===== config.mk =====
export PLATFORM = sky130hd
export DESIGN_NAME = id_ex_stage_flat
export DESIGN_NICKNAME = d
export VERILOG_FILES = /design/src/rtl/id_ex_stage_if.sv /design/src/rtl/id_ex_stage.sv /design/src/flat_wrapper.sv
export SDC_FILE = /design/constraint.sdc
export NUM_CORES = 1
export LEC_CHECK = 0
export ABC_AREA = 1
export CORE_ASPECT_RATIO = 0.5
export CORE_UTILIZATION = 35
export CTS_BUF_LIST = sky130_fd_sc_hd__clkbuf_2 sky130_fd_sc_hd__clkbuf_4 sky130_fd_sc_hd__clkbuf_8
export CTS_CLUSTER_DIAMETER = 80
export CTS_CLUSTER_SIZE = 14
export DETAILED_ROUTE_END_ITERATION = 16
export PLACE_DENSITY = 0.72
export SLEW_MARGIN = 20
export SYNTH_ARGS = -nofsm -noshare
export SYNTH_HDL_FRONTEND = slang
export SYNTH_SLANG_ARGS = --single-unit

===== constraint.sdc =====
create_clock -name clk -period 2.1 [get_ports clk]
set_input_delay 0.21 -clock clk [delete_from_list [all_inputs] [get_ports clk]]
set_output_delay 0.21 -clock clk [all_outputs]
set_load 0.005 [all_outputs]

===== src/rtl/id_ex_stage_if.sv =====
// ============================================================================
//  id_ex_stage_if
//  Decode-to-execute bus bundle for the 16-bit core.
//  Revision: 1.0 - initial release
//
//  Signals (direction as seen by the stage, modport slave):
//    ctrl_in     in   12      decoder control word [11:7] EX, [6:2] MEM, [1:0] WB
//    instr_in    in   16      IF/ID instruction; rd=[11:8], rs=[7:4], rt=[3:0]
//    rs_data_in  in   DATA_W  register-file read port A
//    rt_data_in  in   DATA_W  register-file read port B
//    flush_i     in   1       kill the instruction entering EX
//    ex_ctrl_o   out  5       latched EX control
//    mem_ctrl_o  out  5       latched MEM control; [4]=doubleRead, [3]=doubleWrite
//    wb_ctrl_o   out  2       latched WB control; [1]=MemToReg, [0]=RegWrite
//    rs_data_o   out  DATA_W  latched read data A
//    rt_data_o   out  DATA_W  latched read data B
//    rd_o/rs_o/rt_o out REG_AW latched register fields
//    imm_o       out  DATA_W  latched zero-extended instr_in[7:0]
//    stall_o     out  1       combinational front-end hold
//    second_o    out  1       EX/MEM holds beat 2 of a double op
//    bubble_cnt_o out 16      only when ID_EX_BUBBLE_CNT_EN is defined
// ============================================================================
`default_nettype none

interface id_ex_stage_if #(
    parameter int DATA_W = 16,
    parameter int REG_AW = 4
);
    logic [11:0]       ctrl_in;
    logic [15:0]       instr_in;
    logic [DATA_W-1:0] rs_data_in;
    logic [DATA_W-1:0] rt_data_in;
    logic              flush_i;

    logic [4:0]        ex_ctrl_o;
    logic [4:0]        mem_ctrl_o;
    logic [1:0]        wb_ctrl_o;
    logic [DATA_W-1:0] rs_data_o;
    logic [DATA_W-1:0] rt_data_o;
    logic [REG_AW-1:0] rd_o;
    logic [REG_AW-1:0] rs_o;
    logic [REG_AW-1:0] rt_o;
    logic [DATA_W-1:0] imm_o;
    logic              stall_o;
    logic              second_o;
`ifdef ID_EX_BUBBLE_CNT_EN
    logic [15:0]       bubble_cnt_o;

    modport master (
        output ctrl_in, instr_in, rs_data_in, rt_data_in, flush_i,
        input  ex_ctrl_o, mem_ctrl_o, wb_ctrl_o, rs_data_o, rt_data_o,
        input  rd_o, rs_o, rt_o, imm_o, stall_o, second_o, bubble_cnt_o
    );

    modport slave (
        input  ctrl_in, instr_in, rs_data_in, rt_data_in, flush_i,
        output ex_ctrl_o, mem_ctrl_o, wb_ctrl_o, rs_data_o, rt_data_o,
        output rd_o, rs_o, rt_o, imm_o, stall_o, second_o, bubble_cnt_o
    );
`else
    modport master (
        output ctrl_in, instr_in, rs_data_in, rt_data_in, flush_i,
        input  ex_ctrl_o, mem_ctrl_o, wb_ctrl_o, rs_data_o, rt_data_o,
        input  rd_o, rs_o, rt_o, imm_o, stall_o, second_o
    );

    modport slave (
        input  ctrl_in, instr_in, rs_data_in, rt_data_in, flush_i,
        output ex_ctrl_o, mem_ctrl_o, wb_ctrl_o, rs_data_o, rt_data_o,
        output rd_o, rs_o, rt_o, imm_o, stall_o, second_o
    );
`endif
endinterface

`default_nettype wire


===== src/rtl/id_ex_stage.sv =====
// ============================================================================
//  id_ex_stage
//  Decode-to-execute pipeline register for the 16-bit core. Latches control,
//  register data and instruction fields, inserts load-use bubbles, and holds
//  the front end one cycle for the second beat of doubleRead/doubleWrite ops.
//  Revision: 1.0 - initial release
//
//  Ports:
//    clk   in   rising-edge clock
//    rst   in   asynchronous active-high reset
//    bus   id_ex_stage_if.slave - decode inputs and EX-side outputs
//
//  Optional feature macro: ID_EX_BUBBLE_CNT_EN
//    When defined, bus.bubble_cnt_o counts inserted bubbles (hazard or
//    flush), saturating at 16'hFFFF.
// ============================================================================
`default_nettype none

module id_ex_stage #(
    parameter int DATA_W = 16,
    parameter int REG_AW = 4
) (
    input  wire logic       clk,
    input  wire logic       rst,
    id_ex_stage_if.slave    bus
);

    typedef enum logic [0:0] {
        S_IDLE = 1'b0,
        S_DBL  = 1'b1
    } state_t;

    state_t            state_q;
    logic [4:0]        ex_ctrl_q;
    logic [4:0]        mem_ctrl_q;
    logic [1:0]        wb_ctrl_q;
    logic [DATA_W-1:0] rs_data_q;
    logic [DATA_W-1:0] rt_data_q;
    logic [REG_AW-1:0] rd_q;
    logic [REG_AW-1:0] rs_q;
    logic [REG_AW-1:0] rt_q;
    logic [DATA_W-1:0] imm_q;
    logic              second_q;

    logic [REG_AW-1:0] w_rd_field;
    logic [REG_AW-1:0] w_rs_field;
    logic [REG_AW-1:0] w_rt_field;
    logic [DATA_W-1:0] w_imm;
    logic              w_is_double;
    logic              w_hazard;
    logic              unused_opcode;

    assign w_rd_field  = REG_AW'(bus.instr_in[11:8]);
    assign w_rs_field  = REG_AW'(bus.instr_in[7:4]);
    assign w_rt_field  = REG_AW'(bus.instr_in[3:0]);
    assign w_imm       = {{(DATA_W-8){1'b0}}, bus.instr_in[7:0]};
    assign w_is_double = bus.ctrl_in[6] | bus.ctrl_in[5];
    assign unused_opcode = ^bus.instr_in[15:12];

    // Load in EX (MemToReg and RegWrite) whose destination feeds the
    // instruction in ID. r0 is hard-wired, so it never creates a dependency.
    // Only meaningful in IDLE; in DBL the front end is already held.
    assign w_hazard = (state_q == S_IDLE)
                    && (wb_ctrl_q == 2'b11)
                    && (rd_q != '0)
                    && ((rd_q == w_rs_field) || (rd_q == w_rt_field));

    // No path from flush_i: the front end hold is independent of a kill.
    assign bus.stall_o = (state_q == S_DBL) || w_hazard;

    always_ff @(posedge clk or posedge rst) begin
        if (rst) begin
            state_q    <= S_IDLE;
            ex_ctrl_q  <= '0;
            mem_ctrl_q <= '0;
            wb_ctrl_q  <= '0;
            rs_data_q  <= '0;
            rt_data_q  <= '0;
            rd_q       <= '0;
            rs_q       <= '0;
            rt_q       <= '0;
            imm_q      <= '0;
            second_q   <= 1'b0;
        end else if (bus.flush_i) begin
            // Bubble the control word; data fields are don't-care and simply load.
            state_q    <= S_IDLE;
            second_q   <= 1'b0;
            ex_ctrl_q  <= '0;
            mem_ctrl_q <= '0;
            wb_ctrl_q  <= '0;
            rs_data_q  <= bus.rs_data_in;
            rt_data_q  <= bus.rt_data_in;
            rd_q       <= w_rd_field;
            rs_q       <= w_rs_field;
            rt_q       <= w_rt_field;
            imm_q      <= w_imm;
        end else if (state_q == S_DBL) begin
            // Beat 2 of the double op: everything latched holds.
            state_q  <= S_IDLE;
            second_q <= 1'b0;
        end else if (w_hazard) begin
            ex_ctrl_q  <= '0;
            mem_ctrl_q <= '0;
            wb_ctrl_q  <= '0;
        end else begin
            ex_ctrl_q  <= bus.ctrl_in[11:7];
            mem_ctrl_q <= bus.ctrl_in[6:2];
            wb_ctrl_q  <= bus.ctrl_in[1:0];
            rs_data_q  <= bus.rs_data_in;
            rt_data_q  <= bus.rt_data_in;
            rd_q       <= w_rd_field;
            rs_q       <= w_rs_field;
            rt_q       <= w_rt_field;
            imm_q      <= w_imm;
            if (w_is_double) begin
                state_q  <= S_DBL;
                second_q <= 1'b1;
            end
        end
    end

    assign bus.ex_ctrl_o  = ex_ctrl_q;
    assign bus.mem_ctrl_o = mem_ctrl_q;
    assign bus.wb_ctrl_o  = wb_ctrl_q;
    assign bus.rs_data_o  = rs_data_q;
    assign bus.rt_data_o  = rt_data_q;
    assign bus.rd_o       = rd_q;
    assign bus.rs_o       = rs_q;
    assign bus.rt_o       = rt_q;
    assign bus.imm_o      = imm_q;
    assign bus.second_o   = second_q;

`ifdef ID_EX_BUBBLE_CNT_EN
    logic [15:0] bubble_cnt_q;
    logic [15:0] bubble_cnt_d;
    logic        w_bubble;

    // A flush always bubbles; a hazard bubbles only when not overridden.
    assign w_bubble = bus.flush_i || w_hazard;

    always_comb begin
        bubble_cnt_d = bubble_cnt_q;
        if (w_bubble && (bubble_cnt_q != 16'hFFFF)) begin
            bubble_cnt_d = bubble_cnt_q + 16'd1;
        end
    end

    always_ff @(posedge clk or posedge rst) begin
        if (rst) begin
            bubble_cnt_q <= '0;
        end else begin
            bubble_cnt_q <= bubble_cnt_d;
        end
    end

    assign bus.bubble_cnt_o = bubble_cnt_q;
`endif

endmodule

`default_nettype wire


===== src/flat_wrapper.sv =====
// flat-port wrapper written by rule: the top's interface ports become plain ports
module id_ex_stage_flat 
#(
    parameter int DATA_W = 16,
    parameter int REG_AW = 4
)
  (clk, rst, bus_ctrl_in, bus_instr_in, bus_rs_data_in, bus_rt_data_in, bus_flush_i, bus_ex_ctrl_o, bus_mem_ctrl_o, bus_wb_ctrl_o, bus_rs_data_o, bus_rt_data_o, bus_rd_o, bus_rs_o, bus_rt_o, bus_imm_o, bus_stall_o, bus_second_o);
  id_ex_stage_if #(.DATA_W(DATA_W), .REG_AW(REG_AW)) bus_i ();
  input  wire logic clk;
  input  wire logic rst;
  input wire logic [$bits(bus_i.ctrl_in)-1:0] bus_ctrl_in;
  input wire logic [$bits(bus_i.instr_in)-1:0] bus_instr_in;
  input wire logic [$bits(bus_i.rs_data_in)-1:0] bus_rs_data_in;
  input wire logic [$bits(bus_i.rt_data_in)-1:0] bus_rt_data_in;
  input wire logic [$bits(bus_i.flush_i)-1:0] bus_flush_i;
  output wire logic [$bits(bus_i.ex_ctrl_o)-1:0] bus_ex_ctrl_o;
  output wire logic [$bits(bus_i.mem_ctrl_o)-1:0] bus_mem_ctrl_o;
  output wire logic [$bits(bus_i.wb_ctrl_o)-1:0] bus_wb_ctrl_o;
  output wire logic [$bits(bus_i.rs_data_o)-1:0] bus_rs_data_o;
  output wire logic [$bits(bus_i.rt_data_o)-1:0] bus_rt_data_o;
  output wire logic [$bits(bus_i.rd_o)-1:0] bus_rd_o;
  output wire logic [$bits(bus_i.rs_o)-1:0] bus_rs_o;
  output wire logic [$bits(bus_i.rt_o)-1:0] bus_rt_o;
  output wire logic [$bits(bus_i.imm_o)-1:0] bus_imm_o;
  output wire logic [$bits(bus_i.stall_o)-1:0] bus_stall_o;
  output wire logic [$bits(bus_i.second_o)-1:0] bus_second_o;
  assign bus_i.ctrl_in = bus_ctrl_in;
  assign bus_i.instr_in = bus_instr_in;
  assign bus_i.rs_data_in = bus_rs_data_in;
  assign bus_i.rt_data_in = bus_rt_data_in;
  assign bus_i.flush_i = bus_flush_i;
  assign bus_ex_ctrl_o = bus_i.ex_ctrl_o;
  assign bus_mem_ctrl_o = bus_i.mem_ctrl_o;
  assign bus_wb_ctrl_o = bus_i.wb_ctrl_o;
  assign bus_rs_data_o = bus_i.rs_data_o;
  assign bus_rt_data_o = bus_i.rt_data_o;
  assign bus_rd_o = bus_i.rd_o;
  assign bus_rs_o = bus_i.rs_o;
  assign bus_rt_o = bus_i.rt_o;
  assign bus_imm_o = bus_i.imm_o;
  assign bus_stall_o = bus_i.stall_o;
  assign bus_second_o = bus_i.second_o;
  id_ex_stage #(.DATA_W(DATA_W), .REG_AW(REG_AW)) u_core (.clk(clk), .rst(rst), .bus(bus_i));
endmodule

==> results.sh <==
export IMPL_postSynthAreaPerCell_um2=8.21
export IMPL_n_antenna_cell=0
export IMPL_die_area_um2=7900
export IMPL_grt_pass1_vias=2320
export IMPL_drive_gt1_frac=0.0761
export IMPL_ios=137
export IMPL_postLayoutCellArea_um2=4150
export IMPL_syn_inst=321
export IMPL_mappedNetlistArea_um2=2640
export IMPL_tritoncts="done"
export IMPL_final_cells=539
export IMPL_cts_max_path_buffers=2
export IMPL_worstPathRequired_ns=2.37
export IMPL_drtIter0Drc=110
export IMPL_die_w_um=125
export IMPL_placed_area_um2=3890
export IMPL_endpoint_kind="flop"
export IMPL_post_route_period_util=0.827
export IMPL_r2r_start="u_core.bus.rd_o[2]"
export IMPL_start_util=0.378
export IMPL_seq_area_frac_synth=0.551
export IMPL_cts_num_sinks=58
export IMPL_reg2reg_depth=12
export IMPL_slew_viol_final=0
export IMPL_drt_wl_total_mm=6.96
export IMPL_areaGrowthSynthToFinish_pct=57.6
export IMPL_final_common_cell="nand2_1"
export IMPL_critPathKind="flop to flop"
export IMPL_leakagePower_nw=2.08
export IMPL_final_cell_mix="nand2_1, clkdlybuf4s50_1, dfrtp_1, nand3_1, inv_1"
export IMPL_synth_seq_cells=58
export IMPL_vias=2424
export IMPL_placementRows=21
export IMPL_maxCapViolCount=0
export IMPL_critPathLaunchType="flop"
export IMPL_skew_ns=0.00787
export IMPL_arrival_ns=2.01
export IMPL_startpoint="u_core.bus.rd_o[2]"
export IMPL_fp_dieH_um=63.4
export IMPL_clock_fmax_mhz=576
export IMPL_grtUsageTotal=0.186
export IMPL_grt_max_degree=59
export IMPL_rrSetupSlack_ns=0.36
export IMPL_post_dp_hpwl_mm=4.83
export IMPL_ir_drop_v=0.000333
export IMPL_clk_latency_ns=0.33
export IMPL_numCtsBuffers=9
export IMPL_cts_max_level=3
export IMPL_place_inst=520
export IMPL_portBuffers=124
export IMPL_min_path_type="input port to asynchronous set/reset pin"
export IMPL_relSlewSlack=0.405
export IMPL_p_per_area_nw_per_um2=730
export IMPL_ant_nets=0
export IMPL_rr_endpoint="u_core.bus.rs_data_o[10]"
export IMPL_multiInputGateArea_um2=930
export IMPL_rsz0062_at_grt="false"
export IMPL_core_area_um2=6960
export IMPL_overflow=0
export IMPL_via_per_inst=4.50
export IMPL_final_min_clock_period_ns=1.74
export IMPL_postCtsHoldBufs=0
export IMPL_worst_slew_pin_slew_ns=0.889
export IMPL_fin_nets=506
export IMPL_antenna_found_initial=0
export IMPL_status="complete, no violations"
export IMPL_gp_congestion=0.754
export IMPL_first_pass_iters=4
export IMPL_seq_area_um2=1450
export IMPL_ys_types=17
export IMPL_fin_setup_tns_ns=0
export IMPL_cts_root_buf="clkbuf_8"
export IMPL_yosysWarningCount=0
export IMPL_grt_first_pass_wirelength_mm=11.5
export IMPL_final_hold_viol_count=0
export IMPL_n_fill_cell=658
export IMPL_wl_per_cell_um=12.9
export IMPL_clkTransAtPathRegs_ns=0.06
export IMPL_post_route_drc_count=0
export IMPL_setup_viol=0
export IMPL_crit_path_max_fanout=16
routing by layer:
metal,up-vias,share of wire,track usage
met5,-,0,0
met4,0,0.011,0.0813
met3,6,0.044,0.0484
met2,61,0.48,0.291
met1,1140,0.47,0.245
li1,1217,-,-
stage by stage:
step,hold slack [ns],total power [mW],setup WS [ns],utilization
2_1_floorplan,0.348,1.51,0.462,-
3_3_place_gp,0.453,1.87,0.0729,0.559
3_5_place_dp,0.459,1.87,0.0789,0.559
4_1_cts,0.251,3.07,0.00321,0.595
5_1_grt,0.275,3.18,0.170,0.597
6_report,0.255,3.03,0.364,0.597
synthesized netlist by cell type, drive strengths merged:
cell,instances,area (µm²)
buf,29,205
clkbuf,2,7.51
conb,1,3.75
dfrtp,58,1450
inv,18,67.6
nand2,146,558
nand3,57,298
nand3b,1,7.51
nand4,1,6.26
nor2,8,30.0
registers in the layout, summed over array words and instances, names as in the netlist:
register	count
u_core.bus.rs_o	3
u_core.bus.second_o	1
u_core.bus.rs_data_o	16
u_core.bus.rt_o	3
u_core.bus.wb_ctrl_o	2
u_core.bus.imm_o	2
u_core.bus.rt_data_o	16
u_core.state_q	1
u_core.bus.mem_ctrl_o	5
u_core.bus.rd_o	4
u_core.bus.ex_ctrl_o	5
cells by family (layout without fill, tap and decap cells):
family        count (synthesis)  count (layout)  share of synthesized area
flops                        58              58                      0.551
buf+inv                      49             168                      0.106
other cells                   1               8                    0.00142
simple gates                213             213                      0.341
worst max-delay path by stage:
stage	end	slack, ns	cells past startpoint
5_1_grt	u_core.bus.rs_data_o[10]	0.17	12
6_report	u_core.bus.rs_data_o[10]	0.36	12
3_3_place_gp	bus_stall_o	0.07	10
3_5_place_dp	bus_stall_o	0.08	10
4_1_cts	bus_stall_o	0.003	9
2_1_floorplan	u_core.bus.ex_ctrl_o[0]	0.46	1
power by group:
part	total, mW	internal (mW)	switching [mW]
Sequential	1.28	1.21	0.0618
Clock	1.17	0.754	0.417
Combinational	0.585	0.360	0.225
Total	3.03	2.33	0.704
cell type report:
type,count,area share
flip-flops and latches,58,0.349
repair buffers,135,0.328
multi-input cells,221,0.224
clock buffers,13,0.0401
well taps,92,0.0277
inverters,18,0.0163
clock inverters,2,0.0145
worst max-delay path, cell delays in order, from the launching register on:
cell and delay (ns):
dfrtp_1 0.43, inv_2 0.07, nand2_1 0.06, nand2_1 0.05
nor2_1 0.09, nand2_1 0.06, nand2_2 0.11, buf_4 0.13
nand3_4 0.18, nand2_4 0.13, buf_4 0.22, nand2_1 0.08
nand2_1 0.07
what timing repair did:
item,in CTS,in global routing
endpoints found under the setup margin,1,1
buffers inserted,3,1
hold endpoints to repair,0,0
gates resized for setup,0,1
pin swaps,0,1
No activity file was read; power rests on OpenSTA's default activity.
